<file path="src/rtl/chaser_ctrl.sv">
// chaser_ctrl - upstream control stage for the PWM LED chaser.
//
// Three raw active-low pushbuttons are synchronized, debounced and turned
// into one-cycle press events that drive the chase direction, a 3-bit rate
// level and a RUN/PAUSE state. A prescaler plus tick counter produce
// `step`, a registered one-cycle pulse every TICK_DIV*2*(8-speed) cycles
// while running.
//
// Ports:
//   clk        system clock
//   rst        asynchronous active-high reset
//   key_dir    raw button, active-low: press toggles sentido
//   key_speed  raw button, active-low: press advances speed (7 wraps to 0)
//   key_pause  raw button, active-low: press toggles RUN/PAUSE
//   sentido    chase direction (1 = toward lower index)
//   speed      rate level 0..7
//   paused     1 while in PAUSE
//   step       one-cycle advance pulse to the chaser
module chaser_ctrl #(
    parameter int unsigned DB_CYCLES = 500000,
    parameter int unsigned TICK_DIV  = 2500000
) (
    input  logic       clk,
    input  logic       rst,
    input  logic       key_dir,
    input  logic       key_speed,
    input  logic       key_pause,
    output logic       sentido,
    output logic [2:0] speed,
    output logic       paused,
    output logic       step
);

    localparam int unsigned DBW = (DB_CYCLES > 1) ? $clog2(DB_CYCLES) : 1;
    localparam int unsigned PSW = (TICK_DIV > 1) ? $clog2(TICK_DIV) : 1;
    localparam logic [DBW-1:0] DB_LAST = DBW'(DB_CYCLES - 1);
    localparam logic [PSW-1:0] PS_LAST = PSW'(TICK_DIV - 1);

    localparam logic [0:0] ST_RUN   = 1'b0;
    localparam logic [0:0] ST_PAUSE = 1'b1;

    localparam int unsigned K_DIR   = 0;
    localparam int unsigned K_SPEED = 1;
    localparam int unsigned K_PAUSE = 2;

    // ------------------------------------------------------------------
    // Key conditioning: 2-flop synchronizer, debouncer, press detector
    // ------------------------------------------------------------------
    logic [2:0]          keys;
    logic [2:0]          sync1_q, sync2_q;
    logic [2:0]          db_q, db_d;
    logic [2:0][DBW-1:0] dbcnt_q, dbcnt_d;
    logic [2:0]          ev_q, ev_d;

    assign keys = {key_pause, key_speed, key_dir};

    always_comb begin
        db_d    = db_q;
        dbcnt_d = '0;
        for (int unsigned i = 0; i < 3; i++) begin
            if (sync2_q[i] != db_q[i]) begin
                if (dbcnt_q[i] == DB_LAST) begin
                    db_d[i] = sync2_q[i];
                end else begin
                    dbcnt_d[i] = dbcnt_q[i] + DBW'(1);
                end
            end
        end
        // Press = debounced level about to fall; registering it here puts
        // the event in the cycle right after the debounced level drops.
        ev_d = db_q & ~db_d;
    end

    always_ff @(posedge clk or posedge rst) begin
        if (rst) begin
            sync1_q <= '1;
            sync2_q <= '1;
            db_q    <= '1;
            dbcnt_q <= '0;
            ev_q    <= '0;
        end else begin
            sync1_q <= keys;
            sync2_q <= sync1_q;
            db_q    <= db_d;
            dbcnt_q <= dbcnt_d;
            ev_q    <= ev_d;
        end
    end

    // ------------------------------------------------------------------
    // Control state, rate generator and step pulse
    // ------------------------------------------------------------------
    logic           sentido_q, sentido_d;
    logic [2:0]     speed_q, speed_d;
    logic [0:0]     state_q, state_d;
    logic           step_q, step_d;
    logic [PSW-1:0] pre_q, pre_d;
    logic [3:0]     tick_q, tick_d;
    logic [3:0]     p_last;
    logic           run, pre_term, tick_term;

    // P-1 = 2*(8-speed)-1 = 15 - 2*speed, always fits the 4-bit counter.
    assign p_last    = 4'd15 - {speed_q, 1'b0};
    assign run       = (state_q == ST_RUN);
    assign pre_term  = (pre_q == PS_LAST);
    assign tick_term = (tick_q == p_last);

    always_comb begin
        sentido_d = sentido_q;
        speed_d   = speed_q;
        state_d   = state_q;
        pre_d     = pre_q;
        tick_d    = tick_q;
        step_d    = run & pre_term & tick_term;

        if (run) begin
            if (pre_term) begin
                pre_d  = '0;
                tick_d = tick_term ? 4'd0 : tick_q + 4'd1;
            end else begin
                pre_d = pre_q + PSW'(1);
            end
        end

        if (ev_q[K_DIR]) begin
            sentido_d = ~sentido_q;
        end

        // Speed change restarts the period; overrides the advance above
        // so a terminal-cycle step still fires but counting restarts at 0.
        if (ev_q[K_SPEED]) begin
            speed_d = speed_q + 3'd1;
            pre_d   = '0;
            tick_d  = '0;
        end

        if (ev_q[K_PAUSE]) begin
            state_d = run ? ST_PAUSE : ST_RUN;
        end
    end

    always_ff @(posedge clk or posedge rst) begin
        if (rst) begin
            sentido_q <= 1'b0;
            speed_q   <= 3'd3;
            state_q   <= ST_RUN;
            step_q    <= 1'b0;
            pre_q     <= '0;
            tick_q    <= '0;
        end else begin
            sentido_q <= sentido_d;
            speed_q   <= speed_d;
            state_q   <= state_d;
            step_q    <= step_d;
            pre_q     <= pre_d;
            tick_q    <= tick_d;
        end
    end

    assign sentido = sentido_q;
    assign speed   = speed_q;
    assign paused  = (state_q == ST_PAUSE);
    assign step    = step_q;

endmodule

</file>
<file path="config.mk">
export PLATFORM = sky130hd
export DESIGN_NAME = chaser_ctrl
export DESIGN_NICKNAME = d
export VERILOG_FILES = /design/src/rtl/chaser_ctrl.sv
export SDC_FILE = /design/constraint.sdc
export NUM_CORES = 1
export LEC_CHECK = 0
export ABC_AREA = 0
export BUFFER_PORTS_ARGS = -buffer_cell sky130_fd_sc_hd__buf_2
export CORE_MARGIN = 2
export CORE_UTILIZATION = 55
export CTS_BUF_LIST = sky130_fd_sc_hd__clkbuf_16
export CTS_CLUSTER_SIZE = 25
export DETAILED_ROUTE_END_ITERATION = 6
export PLACE_DENSITY = 0.75
export SYNTH_ARGS = -nofsm -noshare
export SYNTH_HDL_FRONTEND = slang
export SYNTH_SLANG_ARGS = --single-unit
</file>
<file path="constraint.sdc">
create_clock -name clk -period 7.2 [get_ports clk]
set_clock_uncertainty 0.2 [all_clocks]
set_input_delay 1.44 -clock clk [delete_from_list [all_inputs] [get_ports clk]]
set_output_delay 1.44 -clock clk [all_outputs]
set_load 0.01 [all_outputs]
</file>
==> flow_summary.ini, run 1 <==
[route]
drt.antenna.violating_nets = 0
viasPerCell = 6.05
drt_first_pass_iters = 6
vias = 3625
routed_wire_length_per_instance_um = 15.0
detail_route.drc_violations = 0
initialDrtViolationCount = 114
final_wl_mm = 8.98

[setup_path]
crit_chain = or4_4 -> nor4_1 -> a21o_1 -> o21ba_2
data_arrival_time_at_the_worst_slack_endpoint_ns = 2.86
worst-endpoint-required_ns = 7.24
cp_slowest_cell = nor4_1
critical_path.max_fanout = 18
timing.setup.critical_path_class = register to register
max_stage_delay_ns = 0.69
reg2reg_depth = 4
worstSetupStartpointType = register
critical_path.endpoint_type = register

[timing]
timing.final.crit_share_pct = 39.2
max-slew-margin-rel_pct = 24.5
rsz0062_at_grt = false
setup_viol = 0
final-max-slew-violation-count = 0
max_clock_freq_mhz = 355
final-hold-violation-count = 0
setup_tns_ns = 0
slew_at_the_pin_closest_to_its_max_slew_limit_ns = 1.13
final.min_clock_period_ns = 2.82
layout_setup_ws_ns = 4.38

[placement]
place.detailed.instances = 583
buffer_ports.inserted = 10
dp_hpwl_mm = 5.85
finalWeightedCongestion = 0.796
pre_cts_slack_ns = 4.28

[clock_tree]
htreeDepth = 3
clock_sinks = 101
insertion_delay_ns = 0.35
post-cts-setup-buffer-count = 0
clkTransAtPathRegs_ns = 0.07
cts_max_path_buffers = 2
tritoncts = yes
ctsHoldBuffers = 0
tritoncts.num_buffers = 9
cts-root-buf = clkbuf_16
cts_repair_resize_count = 0

[worst_hold_path]
worstHoldPathCells = 0
holdCritPathClass = register to register

[floorplan]
io_pins = 11
die-width_um = 98.9
die_area_sq_mm = 0.00978
start_util_pct = 56.8
die-height_um = 98.9
rows = 34
floorplan.core_area_sq_mm = 0.00872

[synthesis]
syn_nets = 495
post-synth-top-area-cell = dfrtp_1
synthFlopType = dfrtp_1
synthDistinctLibCells = 46
postSynthRegisterBits = 101
warnings_from_yosys = 0
postSynth.asyncResetShare_pct = 100
synth.top_cell.area_share_pct = 45.5
mappedNetlistArea_sq_mm = 0.00495
yosys-top-cells-area = dfrtp_1, xor2_1, dfstp_2, nor2_1, nand4_1
synth_seq_area_share_pct = 51.3
post_synth_inst_count = 484
syn_area_per_cell_sq_um = 10.2
synth_enable_flop_cells = 0

[grt]
gr-total-overflow = 0
antenna_found_initial = 0
track_usage_pct = 19.7
wire_length_of_the_first_global_routing_pass_mm = 15.8
grt_start_max_net_pins = 70
vias_in_the_first_global_route = 3507

[power_and_ir_drop]
leakagePower_uw = 0.00228
max-vdd-ir-drop_uv = 139
power-per-cell-area_mw_per_mm2 = 210
total_power_uw = 1130

[final_layout]
stdcell_count = 599
post_route_cells_drive_above_1_share_pct = 11.2
postLayoutCoreUtil_pct = 61.6
final_net_count = 497
final_cell_mix = dfrtp_1, nor2_1, xor2_1
flow.area_growth_from_synthesis_pct = 8.41
final_common_cell = dfrtp_1
num-fill-cells = 695
num_antenna_cells = 0

[job]
max-cap-violations = 0

[status]
run_status = finished, final reports clean
-- per-layer routing --
| metal | up-vias | part of all wire (%) | track usage (%) |
|---|---|---|---|
| met5 | - | 0 | 0 |
| met4 | 0 | 1.8 | 7.80 |
| met3 | 14 | 2.6 | 3.90 |
| met2 | 59 | 48 | 32.5 |
| met1 | 1801 | 48 | 25.7 |
| li1 | 1751 | - | - |
-- worst max-delay path: cells and delay by family, from the launching register on --
kind	cells	cell delay [ns]
simple gates	2	1.25
flops	1	0.41
compound gates	2	0.84
-- flip-flops by register name, summed over array words and instances (netlist names) --
register,cells
dbcnt_q,57
pre_q,22
tick_q,4
db_q,3
ev_q,3
speed,3
sync1_q,3
sync2_q,3
paused,1
sentido,1
step,1
-- layout make-up --
| type | instances | area [sq um] | share of cell area [%] |
|---|---|---|---|
| Timing Repair Buffer | 11 | 57.6 | 1.07 |
| Multi-Input combinational cell | 357 | 2290 | 42.7 |
| Sequential cell | 101 | 2540 | 47.3 |
| Clock buffer | 9 | 225 | 4.19 |
| Inverter | 6 | 25.0 | 0.466 |
| Clock inverter | 7 | 95.1 | 1.77 |
| Tap cell | 108 | 135 | 2.52 |
-- per-stage QoR --
stage | hold WS, ns | cell area [sq um]
after floorplan | 0.145 | 4950
after global placement | 0.146 | 5050
after detailed placement | 0.147 | 5050
after CTS | 0.158 | 5370
after global routing | 0.159 | 5370
final | 0.158 | 5370
-- power by group --
part | leakage, uW | switching [uW] | internal [uW]
Combinational | 0.000775 | 20.1 | 6.47
Clock | 0.000158 | 216 | 307
Sequential | 0.00135 | 5.59 | 574
-- kinds of logic after synthesis --
kind of cell / synth area share [%]
simple gates: 25.3
flops: 51.3
compound gates: 9.17
xor+xnor: 9.37
buf+inv: 2.45
fa+ha+maj: 1.52
mux: 0.909
-- worst paths after layout --
path / startpoint / end / slack (ns)
setup / recovery: pre_q[11]$_DFFE_PP0P_ / pre_q[18]$_DFFE_PP0P_ / 4.38
hold / removal: sync1_q[2]$_DFF_PP1_ / sync2_q[2]$_DFF_PP1_ / 0.16
setup reg to reg: pre_q[11]$_DFFE_PP0P_ / pre_q[18]$_DFFE_PP0P_ / 4.38
hold reg to reg: sync1_q[2]$_DFF_PP1_ / sync2_q[2]$_DFF_PP1_ / 0.16
max in group asynchronous: rst / dbcnt_q[19]$_DFF_PP0_ / 4.74
min in group asynchronous: rst / dbcnt_q[13]$_DFF_PP0_ / 0.88
-- cell usage after synthesis (all sizes together), types with 14 or more instances --
library cell,instances
dfrtp,90
nor2,49
xor2,39
a21oi,33
nand2,28
nand3,26
nand4,26
o21ai,21
or3,17
or4,16
clkbuf,14
xnor2,14
Note: power is estimated with default switching activity, not from simulation.
==> inputs of run 2 (changes only) <==
--- a/config.mk
+++ b/config.mk
@@ -12,7 +12,7 @@
 export CTS_BUF_LIST = sky130_fd_sc_hd__clkbuf_16
 export CTS_CLUSTER_SIZE = 25
 export DETAILED_ROUTE_END_ITERATION = 6
-export PLACE_DENSITY = 0.75
+export PLACE_DENSITY = 0.78
 export SYNTH_ARGS = -nofsm -noshare
 export SYNTH_HDL_FRONTEND = slang
 export SYNTH_SLANG_ARGS = --single-unit
==> constraint.sdc (replaced) <==
create_clock -name clk -period 2.55 [get_ports clk]
set_clock_uncertainty 0.2 [all_clocks]
set_input_delay 0.51 -clock clk [delete_from_list [all_inputs] [get_ports clk]]
set_output_delay 0.51 -clock clk [all_outputs]
set_load 0.01 [all_outputs]
==> run 2 against run 1 <==
Against the previous run:
- non-clock buffer count is 9 higher
- utilization is 0.76 points higher
- maximum frequency is 18% higher
- die area stayed put
- sequential power grew to 2.8 times the previous value
- critical path type unchanged
- highest routed layer unchanged
==> flow_summary.ini, run 2 (synthesis results as in run 1) <==
[status]
run_status = finished, final reports clean

[setup_path]
worstSetupStartpointType = register
data_arrival_time_at_the_worst_slack_endpoint_ns = 2.40
critical_path.endpoint_type = register
crit_chain = or4_1 -> or4_4 -> o21ai_4 -> nor2_1
max_stage_delay_ns = 0.57
critical_path.max_fanout = 18
cp_slowest_cell = or4_4
timing.setup.critical_path_class = register to register
cpLargestDelayFamily = simple AND/OR/NAND/NOR gates
critical_path_buf_inv_count = 0
worst-endpoint-required_ns = 2.56

[power_and_ir_drop]
max-vdd-ir-drop_uv = 418
leakagePower_uw = 0.00232
power-per-cell-area_mw_per_mm2 = 566

[timing]
setup_viol = 0
timing.final.crit_share_pct = 93.4
final-hold-violation-count = 0
setup_tns_ns = 0
max_clock_freq_mhz = 420
slew_at_the_pin_closest_to_its_max_slew_limit_ns = 0.626
final-max-slew-violation-count = 0
rsz0062_at_grt = false
final.min_clock_period_ns = 2.38
layout_setup_ws_ns = 0.168
max-slew-margin-rel_pct = 58.2

[floorplan]
io_pins = 11
die_area_sq_mm = 0.00978
rows = 34
floorplan.core_area_sq_mm = 0.00872
die-height_um = 98.9
die-width_um = 98.9
start_util_pct = 56.8

[final_layout]
largest_register_ff_count = 57
final_common_cell = dfrtp_1
post_route_cells_drive_above_1_share_pct = 12.6
final_net_count = 506
final_cell_mix = dfrtp_1, nor2_1, xor2_1
num-fill-cells = 719
flow.area_growth_from_synthesis_pct = 9.75
max_flop_register = dbcnt_q
largestRegisters = dbcnt_q: 57 flops, pre_q: 22 flops, tick_q: 4 flops
num_antenna_cells = 0
postLayoutCoreUtil_pct = 62.3

[job]
max-cap-violations = 0

[route]
drt.antenna.violating_nets = 0
vias = 3631
detail_route.drc_violations = 0
routed_wire_length_per_instance_um = 14.9
drt_first_pass_iters = 4
viasPerCell = 5.97
final_wl_mm = 9.06
initialDrtViolationCount = 123

[placement]
dp_hpwl_mm = 6.08
buffer_ports.inserted = 10
finalWeightedCongestion = 0.801
pre_cts_slack_ns = 0.178

[worst_hold_path]
holdCritPathClass = input port to async pin

[clock_tree]
ctsHoldBuffers = 0
htreeDepth = 3
cts-root-buf = clkbuf_16
post-cts-setup-buffer-count = 0
tritoncts.num_buffers = 9
insertion_delay_ns = 0.35
clock_sinks = 101
tritoncts = yes
clkTransAtPathRegs_ns = 0.07
cts_max_path_buffers = 2
cts_repair_resize_count = 0

[grt]
antenna_found_initial = 0
gr-total-overflow = 0
grt_start_max_net_pins = 45
wire_length_of_the_first_global_routing_pass_mm = 16.0
track_usage_pct = 19.8
vias_in_the_first_global_route = 3618
[run 2: changes by cell type in the layout (fill, tap and decap cells not counted)]
cell | before | now
buf_12 | 0 | 2
inv_4 | 1 | 0
bufinv_16 | 2 | 1
buf_4 | 1 | 8
inv_6 | 3 | 2
clkinv_1 | 1 | 0
inv_1 | 5 | 7
clkinvlp_4 | 0 | 2
[run 2: metrics by stage]
step | area [sq um] | total power (uW) | hold slack, ns | instances
floorplan | 4960 | 1720 | 0.145 | 484
global placement | 5140 | 1750 | 0.147 | 592
global route | 5440 | 3190 | 0.0396 | 608
detailed placement | 5140 | 1750 | 0.147 | 592
finish | 5440 | 3080 | 0.0405 | 608
CTS | 5440 | 3120 | 0.0458 | 608
[run 2: per-layer routing]
metal	wire length [um]	GRT usage (%)
met2	4540	32.8
met4	116	6.11
met1	4140	25.7
met3	264	5.18
met5	0	0
[run 2: final cells by class]
type,count,area (sq um),area share (%)
flip-flops and latches,101,2540,46.7
multi-input cells,357,2290,42.1
clock buffers,9,225,4.14
repair buffers,20,150,2.76
well taps,108,135,2.49
clock inverters,7,67.6,1.24
inverters,6,26.3,0.483
[run 2: power breakdown]
part	internal, uW	total (uW)	leakage (uW)	switching (uW)
clock network	759	1360	0.000149	596
logic	25.0	83.4	0.000825	58.4
registers	1620	1640	0.00135	16.2
[run 2: final timing paths]
check	slack, ns	cells after the start	start	to
worst min register to register	0.16	0	sync1_q[2]$_DFF_PP1_	sync2_q[2]$_DFF_PP1_
worst max register to register	0.17	4	dbcnt_q[52]$_DFF_PP0_	dbcnt_q[50]$_DFF_PP0_
worst min-delay path	0.04	2	rst	dbcnt_q[46]$_DFF_PP0_
min in group clk	0.06	1	key_dir	sync1_q[0]$_DFF_PP1_
worst max-delay path	0.17	4	dbcnt_q[52]$_DFF_PP0_	dbcnt_q[50]$_DFF_PP0_
max in group asynchronous	1.45	3	rst	sync1_q[0]$_DFF_PP1_
==> inputs of run 3 (changes only) <==
--- a/config.mk
+++ b/config.mk
@@ -12,7 +12,7 @@
 export CTS_BUF_LIST = sky130_fd_sc_hd__clkbuf_16
 export CTS_CLUSTER_SIZE = 25
 export DETAILED_ROUTE_END_ITERATION = 6
-export PLACE_DENSITY = 0.78
+export PLACE_DENSITY = 0.75
 export SYNTH_ARGS = -nofsm -noshare
 export SYNTH_HDL_FRONTEND = slang
 export SYNTH_SLANG_ARGS = --single-unit
==> constraint.sdc (replaced) <==
create_clock -name clk -period 2.9 [get_ports clk]
set_clock_uncertainty 0.2 [all_clocks]
set_input_delay 0.58 -clock clk [delete_from_list [all_inputs] [get_ports clk]]
set_output_delay 0.58 -clock clk [all_outputs]
set_load 0.01 [all_outputs]
==> run 3 against run 2 <==
Against the previous run:
- maximum frequency is 0.18% lower
- design area down 0.41%
- critical path depth did not move
- hold slack improved by 0.091 ns
- setup slack gained 0.35 ns
- sequential share of layout area grew 0.19 points
- first-iteration DRC count decreased by 6.5%
- critical endpoint is now dbcnt_q[52]$_DFF_PP0_
- largest cell class unchanged
==> flow_summary.ini, run 3 (synthesis results as in run 1) <==
[timing]
max_clock_freq_mhz = 419
final-max-slew-violation-count = 0
setup_viol = 0
final.min_clock_period_ns = 2.39
setup_tns_ns = 0
timing.final.crit_share_pct = 82.3
final-hold-violation-count = 0
slew_at_the_pin_closest_to_its_max_slew_limit_ns = 0.518
max-slew-margin-rel_pct = 65.4
rsz0062_at_grt = false

[clock_tree]
clock_sinks = 101
cts_repair_resize_count = 0
ctsHoldBuffers = 0
htreeDepth = 3
cts_max_path_buffers = 2
tritoncts.num_buffers = 9
cts-root-buf = clkbuf_16
clkTransAtPathRegs_ns = 0.07
insertion_delay_ns = 0.34
post-cts-setup-buffer-count = 0
tritoncts = yes

[final_layout]
num-fill-cells = 726
largest_register_ff_count = 57
max_flop_register = dbcnt_q
largestRegisters = dbcnt_q: 57 flops, pre_q: 22 flops, tick_q: 4 flops
regArea_sq_mm = 0.00254
final_cell_mix = dfrtp_1, nor2_1, xor2_1
multi_input_area_sq_mm = 0.00229
num_antenna_cells = 0
flow.area_growth_from_synthesis_pct = 9.30
postLayoutCoreUtil_pct = 62.1
post_route_cells_drive_above_1_share_pct = 12.4
final_common_cell = dfrtp_1
final_net_count = 504

[floorplan]
start_util_pct = 56.8
rows = 34
die-height_um = 98.9
die-width_um = 98.9
floorplan.core_area_sq_mm = 0.00872
die_area_sq_mm = 0.00978
io_pins = 11

[setup_path]
worst-endpoint-required_ns = 2.91
critical_path.max_fanout = 18
timing.setup.critical_path_class = register to register
data_arrival_time_at_the_worst_slack_endpoint_ns = 2.40
worstSetupStartpointType = register
critical_path.endpoint_type = register

[power_and_ir_drop]
intPower_uw = 2120
power.share.clock_pct = 44.5
switching_share_pct = 22.0
leakagePower_uw = 0.00231
total_power_uw = 2720
max-vdd-ir-drop_uv = 385
comb_power_share_pct = 2.6
power.switching_uw = 598
seq_power_share_pct = 53.0
power-per-cell-area_mw_per_mm2 = 502

[grt]
antenna_found_initial = 0
vias_in_the_first_global_route = 3460
gr-usage-met3_pct = 3.83
groute.layer.met1.usage_pct = 26.0
grt_start_max_net_pins = 102
track_usage_pct = 19.6
grt.busiest_layer = met2
gr-total-overflow = 0
gr-usage-met2_pct = 32.1
wire_length_of_the_first_global_routing_pass_mm = 15.7

[status]
run_status = finished, final reports clean

[route]
routed_wire_length_per_instance_um = 14.7
drt_first_pass_iters = 4
initialDrtViolationCount = 115
drt.antenna.violating_nets = 0
final_wl_mm = 8.88
vias = 3634
viasPerCell = 6.00
detail_route.drc_violations = 0

[placement]
buffer_ports.inserted = 10
dp_hpwl_mm = 5.84
finalWeightedCongestion = 0.837

[job]
max-cap-violations = 0

[worst_hold_path]
holdCritPathClass = input port to register
[run 3: cell count changes in the layout (fill, tap and decap cells not counted), sizes merged]
cell and delta:
buf -2, inv -1, clkinv +1
[run 3: worst paths after layout]
path	startpoint	to	slack [ns]	cells past startpoint
setup / recovery	dbcnt_q[52]$_DFF_PP0_	dbcnt_q[52]$_DFF_PP0_	0.51	4
hold / removal	key_pause	sync1_q[2]$_DFF_PP1_	0.13	1
setup reg to reg	dbcnt_q[52]$_DFF_PP0_	dbcnt_q[52]$_DFF_PP0_	0.51	4
hold reg to reg	sync1_q[2]$_DFF_PP1_	sync2_q[2]$_DFF_PP1_	0.16	0
max in group asynchronous	rst	speed[1]$_DFFE_PP1P_	1.91	3
min in group asynchronous	rst	dbcnt_q[9]$_DFF_PP0_	0.19	3
[run 3: final cells by class]
type / count / area share [%]
well taps: 108 / 2.50
clock buffers: 9 / 4.16
inverters: 6 / 0.485
clock inverters: 7 / 1.34
multi-input cells: 357 / 42.3
flip-flops and latches: 101 / 46.9
repair buffers: 18 / 2.26
[run 3: power groups by stage]
stage	Clock (uW)	Combinational (uW)	Sequential, uW
2_1_floorplan	0	52.6	1460
5_1_grt	1290	81.9	1440
3_5_place_dp	0	72.5	1470
6_report	1210	69.6	1440
3_3_place_gp	0	70.3	1460
4_1_cts	1230	72.6	1440
[run 3: worst max-delay path: stages, from the launching register on]
cell	delay [ns]
dfrtp_1	0.43
or4_1	0.53
or4_4	0.56
o21ai_4	0.41
nor2_1	0.12
[run 3: routing by layer]
metal	wire, um	share of wire (%)
met5	0	0
met3	198	2.2
met1	4250	48
met2	4310	49
met4	122	1.4
[run 3: metrics by stage]
step	hold slack (ns)	area [sq um]	setup WS (ns)	std cells
floorplan	0.145	4960	0.695	484
global placement	0.146	5120	0.571	590
detailed placement	0.149	5120	0.518	590
CTS	0.122	5410	0.515	606
global route	0.119	5410	0.419	606
finish	0.132	5410	0.514	606
